### src/rtl/wb_arb_rr.sv
// Round-robin arbiter that shares one Wishbone-style slave port between N masters.
// A watchdog aborts transactions the slave never acknowledges.
module wb_arb_rr #(
  parameter int unsigned N  = 4,
  parameter int unsigned DW = 16,
  parameter int unsigned AW = 16,
  parameter int unsigned TW = 8
) (
  input  logic            clk,
  input  logic            rst_n,
  input  logic [N*AW-1:0] s_addr,
  input  logic [N*DW-1:0] s_wdata,
  output logic [N*DW-1:0] s_rdata,
  input  logic [N-1:0]    s_cyc,
  input  logic [N-1:0]    s_we,
  output logic [N-1:0]    s_ack,
  output logic [AW-1:0]   m_addr,
  output logic [DW-1:0]   m_wdata,
  input  logic [DW-1:0]   m_rdata,
  output logic            m_cyc,
  output logic            m_we,
  input  logic            m_ack,
  output logic            timeout
);

  localparam int unsigned IW = (N > 1) ? $clog2(N) : 1;

  typedef enum logic {
    StIdle,
    StBusy
  } state_e;

  state_e        state_q, state_d;
  logic [IW-1:0] grant_q, grant_d;
  logic [IW-1:0] last_q, last_d;
  logic [TW-1:0] cnt_q, cnt_d;

  logic          found;
  logic [IW-1:0] pick;
  logic [IW-1:0] cand;

  // Scan last+1, last+2, ... modulo N; the first requester wins.
  always_comb begin
    found = 1'b0;
    pick  = '0;
    cand  = '0;
    for (int unsigned k = 1; k <= N; k++) begin
      cand = IW'((32'(last_q) + k) % N);
      if (!found && s_cyc[cand]) begin
        found = 1'b1;
        pick  = cand;
      end
    end
  end

  always_comb begin
    state_d = state_q;
    grant_d = grant_q;
    last_d  = last_q;
    cnt_d   = cnt_q;
    s_rdata = '0;
    s_ack   = '0;
    m_addr  = '0;
    m_wdata = '0;
    m_cyc   = 1'b0;
    m_we    = 1'b0;
    timeout = 1'b0;

    case (state_q)
      StIdle: begin
        // Any m_ack arriving here is a late ack from an aborted slave and is dropped.
        if (found) begin
          grant_d = pick;
          last_d  = pick;
          cnt_d   = '0;
          state_d = StBusy;
        end
      end

      StBusy: begin
        m_cyc   = 1'b1;
        m_addr  = s_addr[grant_q*AW +: AW];
        m_wdata = s_wdata[grant_q*DW +: DW];
        m_we    = s_we[grant_q];
        cnt_d   = cnt_q + TW'(1);

        if (!s_cyc[grant_q]) begin
          state_d = StIdle;
        end else if (m_ack) begin
          s_ack[grant_q]               = 1'b1;
          s_rdata[grant_q*DW +: DW]    = m_rdata;
          state_d                      = StIdle;
        end else if (cnt_q == {TW{1'b1}}) begin
          // Dropping m_cyc next cycle is what aborts the slave side.
          s_ack[grant_q]               = 1'b1;
          s_rdata[grant_q*DW +: DW]    = {DW{1'b1}};
          timeout                      = 1'b1;
          state_d                      = StIdle;
        end
      end

      default: state_d = StIdle;
    endcase
  end

  always_ff @(posedge clk) begin
    if (!rst_n) begin
      state_q <= StIdle;
      grant_q <= '0;
      last_q  <= IW'(N - 1);
      cnt_q   <= '0;
    end else begin
      state_q <= state_d;
      grant_q <= grant_d;
      last_q  <= last_d;
      cnt_q   <= cnt_d;
    end
  end

endmodule

### config.mk
export PLATFORM = sky130hd
export DESIGN_NAME = wb_arb_rr
export DESIGN_NICKNAME = d
export VERILOG_FILES = /design/src/rtl/wb_arb_rr.sv
export SDC_FILE = /design/constraint.sdc
export NUM_CORES = 1
export LEC_CHECK = 0
export CAP_MARGIN = 40
export CORE_MARGIN = 5
export CORE_UTILIZATION = 25
export CTS_CLUSTER_SIZE = 12
export DETAILED_ROUTE_END_ITERATION = 10
export PLACE_DENSITY = 0.79
export SYNTH_ARGS = -nofsm -noshare
export SYNTH_HDL_FRONTEND = slang
export SYNTH_SLANG_ARGS = --single-unit
### constraint.sdc
create_clock -name clk -period 2.5 [get_ports clk]
set_input_delay 0.5 -clock clk [delete_from_list [all_inputs] [get_ports clk]]
set_output_delay 0.5 -clock clk [all_outputs]
set_load 0.01 [all_outputs]
# == Yosys cells after proc, flatten, opt, wreduce, memory -nomap -nowiden ==
# Index checks and enable logic that the tools add are counted.
# totals
register_bits,13
input_bits,155
out_inout_bits,103
# op_classes
addsub,6
order_cmp,6
eq_ne,2
shifts,5
n_mux,45
bitwise,3
n_reduce_logical,8
# ops
operator,count
64-bit 2-to-1 mux,4
64-bit bitwise AND,2
64-bit by 7-bit variable part select with 16-bit output,2
"16-bit by 34-bit variable shift with 64-bit output, first input constant",1
16-bit by 34-bit variable part select with 64-bit output,1
"16-bit by 34-bit variable part select with 64-bit output, first input constant",1
6-bit negator with 34-bit output,1
16-bit 2-to-1 mux,2
1-bit 2-to-1 mux,21
4-bit 2-to-1 mux,4
8-bit one-hot mux with 2 select lines,1
"2-bit by 3-bit < comparator with 1-bit output, second input constant",5
1-bit binary-select mux with 2-bit select,6
"8-bit by 1-bit adder with 8-bit output, second input constant",1
"8-bit equality test, second input constant",1
2-bit 2-to-1 mux,4
8-bit 2-to-1 mux,1
"2-bit by 1-bit adder with 2-bit output, second input constant",2
"2-bit adder, second input constant",2
1-bit logical AND,4
1-bit logical NOT,3
1-bit demux with 2-bit select,1
"2-bit by 1-bit >= comparator with 1-bit output, second input constant",1
"2-bit inequality test, second input constant",1
3 further kinds,3

# == Logic depth before layout (Yosys ltp) ==
# depth
ltp_word,15
depth_mapped,9

# == Least setup slack after synthesis ==
# OpenSTA, ideal clock, no wires.
# synth_timing
path_kind,reg2out
startpoint,register grant_q[1]
endpoint,output s_rdata[10]
arrival_ns,2.267
setup_slack_ns,-0.267
stages_incl_launch_ff,9
path_cell_list,dfxtp_1 > buf_2 > buf_1 > inv_1 > ha_1 > nor3_2 > clkbuf_1 > nand2_1 > a21oi_1
# synth_between
elab_chain_len,7
elab_cells_between_ends,12
# synth_lines
element,line,rtl
from (decl),34,"logic [IW-1:0] grant_q, grant_d;"
from (signal assigned),114,grant_q <= grant_d;
6-bit negator with 34-bit output,"91, 96",
16-bit by 34-bit variable part select with 64-bit output / 16-bit by 34-bit variable shift with 64-bit output (equally long branches),"96, 91",
64-bit bitwise AND (no source line),n/a,
64-bit 2-to-1 mux,93,end else if (cnt_q == {TW{1'b1}}) begin
64-bit 2-to-1 mux,89,end else if (m_ack) begin
64-bit 2-to-1 mux (*),87,if (!s_cyc[grant_q]) begin
64-bit 2-to-1 mux (*),69,case (state_q)
to (decl),13,"output logic [N*DW-1:0] s_rdata,"
# Every way passes the cells marked *; elsewhere a longest branch is shown, timed or not. The select of a mux whose other input is x is not followed.

# == Worst setup path after layout ==
# layout_timing
startpoint,register grant_q[0]
endpoint,output s_rdata[27]
# The elaborated chain is that of the path after synthesis.

==> results.toml <==
[finish]
drive_gt1_share_pct = 37.3
final_net_count = 790
design_area_um2 = 5900
n_antenna_cell = 0
syn_to_final_growth_pct = 115

[detailed_routing]
drtAntennaViolNets = 0
dr.pass1.iters = 5
drcViolationCount = 0
via_count = 3884
wl_per_cell_um = 19.2
dr.first_iter.drc_count = 269
routed_wirelength_um = 14700
viasPerCell = 5.06

[place]
place_congestion = 0.926
hpwl_um = 11800
place_ws_ps = -537
port_buffers = 257
postPlaceCellArea_um2 = 5680

[timing]
max_freq_mhz = 405
finClkSkew_ps = 5.51
tns_ps = 0
finalHoldViolCount = 0
hold_slack_ps = 553
maxSlewViolCount = 0
setup_violations = 0
setup_ws_ps = 32.8
rsz0062_at_grt = "yes"
slew_headroom_pct = 66.3
tightest_slew_ps = 499
fin_crit_sh_pct = 98.7
min_period_ps = 2470

[worst_setup_path]
ff2ff_setup_slack_ps = 1030
cp.required_ps = 2000
reg2reg_depth = 4
worstPathArrival_ps = 1970
slowest_stage = "mux4_2"
cp_slowest_stage_delay_ps = 510
crit_path_start = "grant_q[0]$_SDFFE_PN0P_"
crit_chain = "mux4_2 -> and2_4 -> o211ai_4 -> clkbuf_16 -> buf_6 -> a21oi_2 -> buf_2"
reg2reg_to = "grant_q[1]$_SDFFE_PN0P_"
worstSetupEndpointType = "output port"
start_kind = "flop"
critPathKind = "flop to output port"
r2r_start = "last_q[1]$_SDFFE_PN1P_"
cp_max_fo = 8
crit_path_end = "s_rdata[27]"

[synth]
synth_fp_nets = 501
synthDistinctLibCells = 49
synth_warnings = 0
syn_area_um2 = 2740
synth_edf_count = 0
synth_top_flop_cell = "dfxtp_1"
ys_async_sr_fraction_pct = 0
synth_seq_area_share_pct = 9.48
ys_ff_latch = 13
syn_area_per_cell_um2 = 8.07
synthCells = 340

[pwr]
ir_drop_mv = 0.180
power.density_nw_per_um2 = 256
p_total_mw = 1.51
power.leakage_nw = 2.41

[hold_path]
hp-class = "flop to flop"

[die]
fp.dieW_um = 115
die_y_um = 115
core_area_um2 = 10800
rows = 38
start_util_pct = 25.4
dieArea_um2 = 13200
num_io_pins = 258

[clock_network]
cts_buffers = 3
htreeDepth = 1
clk_latency_ps = 240
clock-root-buffer = "clkbuf_8"
cts_tree = "built"
clk_path_buf_depth = 2
clkTransAtPathRegs_ps = 60
cts_sinks = 13
ctsHoldBuffers = 0

[flow_run]
maxCapViolations = 0

[global_route]
grt_pass1_vias = 4147
grt.total_usage_pct = 20.4
grt_max_degree = 60
grt_pass1_wl_um = 21500
antenna_found_initial = 1
gr-total-overflow = 0

[run_status]
status = "completed"
[area by class of cell]
cell class | instances | area [um^2]
Clock buffer | 4 | 45.0
Fill cell | 947 | 4890
Inverter | 7 | 26.3
Multi-Input combinational cell | 288 | 2480
Sequential cell | 13 | 269
Tap cell | 140 | 175
Timing Repair Buffer | 316 | 2910
[sequential cells by signal (all words and copies together), names as in the netlist]
signal / cells
cnt_q: 8
grant_q: 2
last_q: 2
state_q: 1
[through the flow]
| step | utilization [%] | std cells |
|---|---|---|
| floorplan | - | 340 |
| global placement | 52.6 | 742 |
| detailed placement | 52.6 | 742 |
| CTS | 54.3 | 767 |
| global route | 54.7 | 768 |
| finish | 54.7 | 768 |
[repair_timing]
item                                   CTS  global route
resized for setup                      310            48
setup endpoints to repair              102            55
buffers inserted                        18             2
pin swaps                                9             5
endpoints found under the hold margin    0             0
gates cloned                             3             1
[power by group]
part | internal (mW) | switching (mW) | total (mW)
Combinational | 0.630 | 0.465 | 1.09
Clock | 0.112 | 0.0739 | 0.186
Sequential | 0.218 | 0.0145 | 0.232
[worst min path at each step]
| stage | depth (start not counted) | endpoint | from |
|---|---|---|---|
| after detailed placement | 2 | cnt_q[7]$_SDFFE_PN0P_ | cnt_q[7]$_SDFFE_PN0P_ |
| after floorplan | 2 | cnt_q[7]$_SDFFE_PN0P_ | cnt_q[7]$_SDFFE_PN0P_ |
| final | 2 | cnt_q[7]$_SDFFE_PN0P_ | cnt_q[7]$_SDFFE_PN0P_ |
| after global routing | 1 | cnt_q[5]$_SDFFE_PN0P_ | cnt_q[5]$_SDFFE_PN0P_ |
| after CTS | 2 | cnt_q[7]$_SDFFE_PN0P_ | cnt_q[7]$_SDFFE_PN0P_ |
| after global placement | 2 | cnt_q[7]$_SDFFE_PN0P_ | cnt_q[7]$_SDFFE_PN0P_ |
[cell usage after synthesis, types with 3 or more instances]
cell / instances / share of area [%]
nand4_1: 3 / 0.68
inv_1: 4 / 0.55
nor2_1: 16 / 2.2
xnor2_1: 3 / 0.96
nor3_1: 4 / 0.73
buf_4: 6 / 1.6
ha_1: 6 / 2.7
inv_2: 3 / 0.41
o21ai_0: 3 / 0.55
clkbuf_1: 16 / 2.2
nand3_1: 4 / 0.73
nand2_1: 75 / 10
a21oi_2: 18 / 5.7
and2_1: 33 / 7.5
buf_6: 4 / 1.6
dfxtp_1: 13 / 9.5
a21oi_1: 53 / 9.7
mux4_2: 34 / 28
buf_2: 3 / 0.55
[critical path, delay by kind of cell (launching register included)]
family / cells / cell delay (ps)
AND/OR/NAND/NOR: 1 / 190
buffers and inverters: 3 / 460
AO/OA/AOI/OAI: 2 / 190
flip-flops: 1 / 370
multiplexers: 1 / 510
[routing by layer]
| metal | track usage [%] | up-vias | part of all wire [%] |
|---|---|---|---|
| li1 | - | 1795 | - |
| met4 | 7.04 | 2 | 3.0 |
| met5 | 0 | - | 0.088 |
| met1 | 23.4 | 1827 | 37 |
| met3 | 4.26 | 34 | 7.9 |
| met2 | 37.4 | 226 | 52 |
[kinds of logic after synthesis]
kind of cell / Yosys count / share of synthesized area, %
buffers and inverters: 39 / 8.57
XOR/XNOR: 5 / 1.60
flip-flops: 13 / 9.48
adder cells (fa/ha/maj): 6 / 2.74
multiplexers: 35 / 28.3
AND/OR/NAND/NOR: 155 / 28.4
AO/OA/AOI/OAI: 87 / 20.9
[cell usage in the layout (no fill, tap or decap), types with 4 or more instances in the layout]
cell and n:
buf_12 11, clkbuf_2 13, buf_4 36, buf_6 12, nor2_1 16, a21oi_2 43, inv_2 4, and2_1 33
mux4_2 34, clkdlybuf4s50_1 150, buf_2 47, dlygate4sd2_1 41, nand2_1 74, a21oi_1 24, dfxtp_1 10, a21oi_4 4
Note: power is estimated with default switching activity, not from simulation.
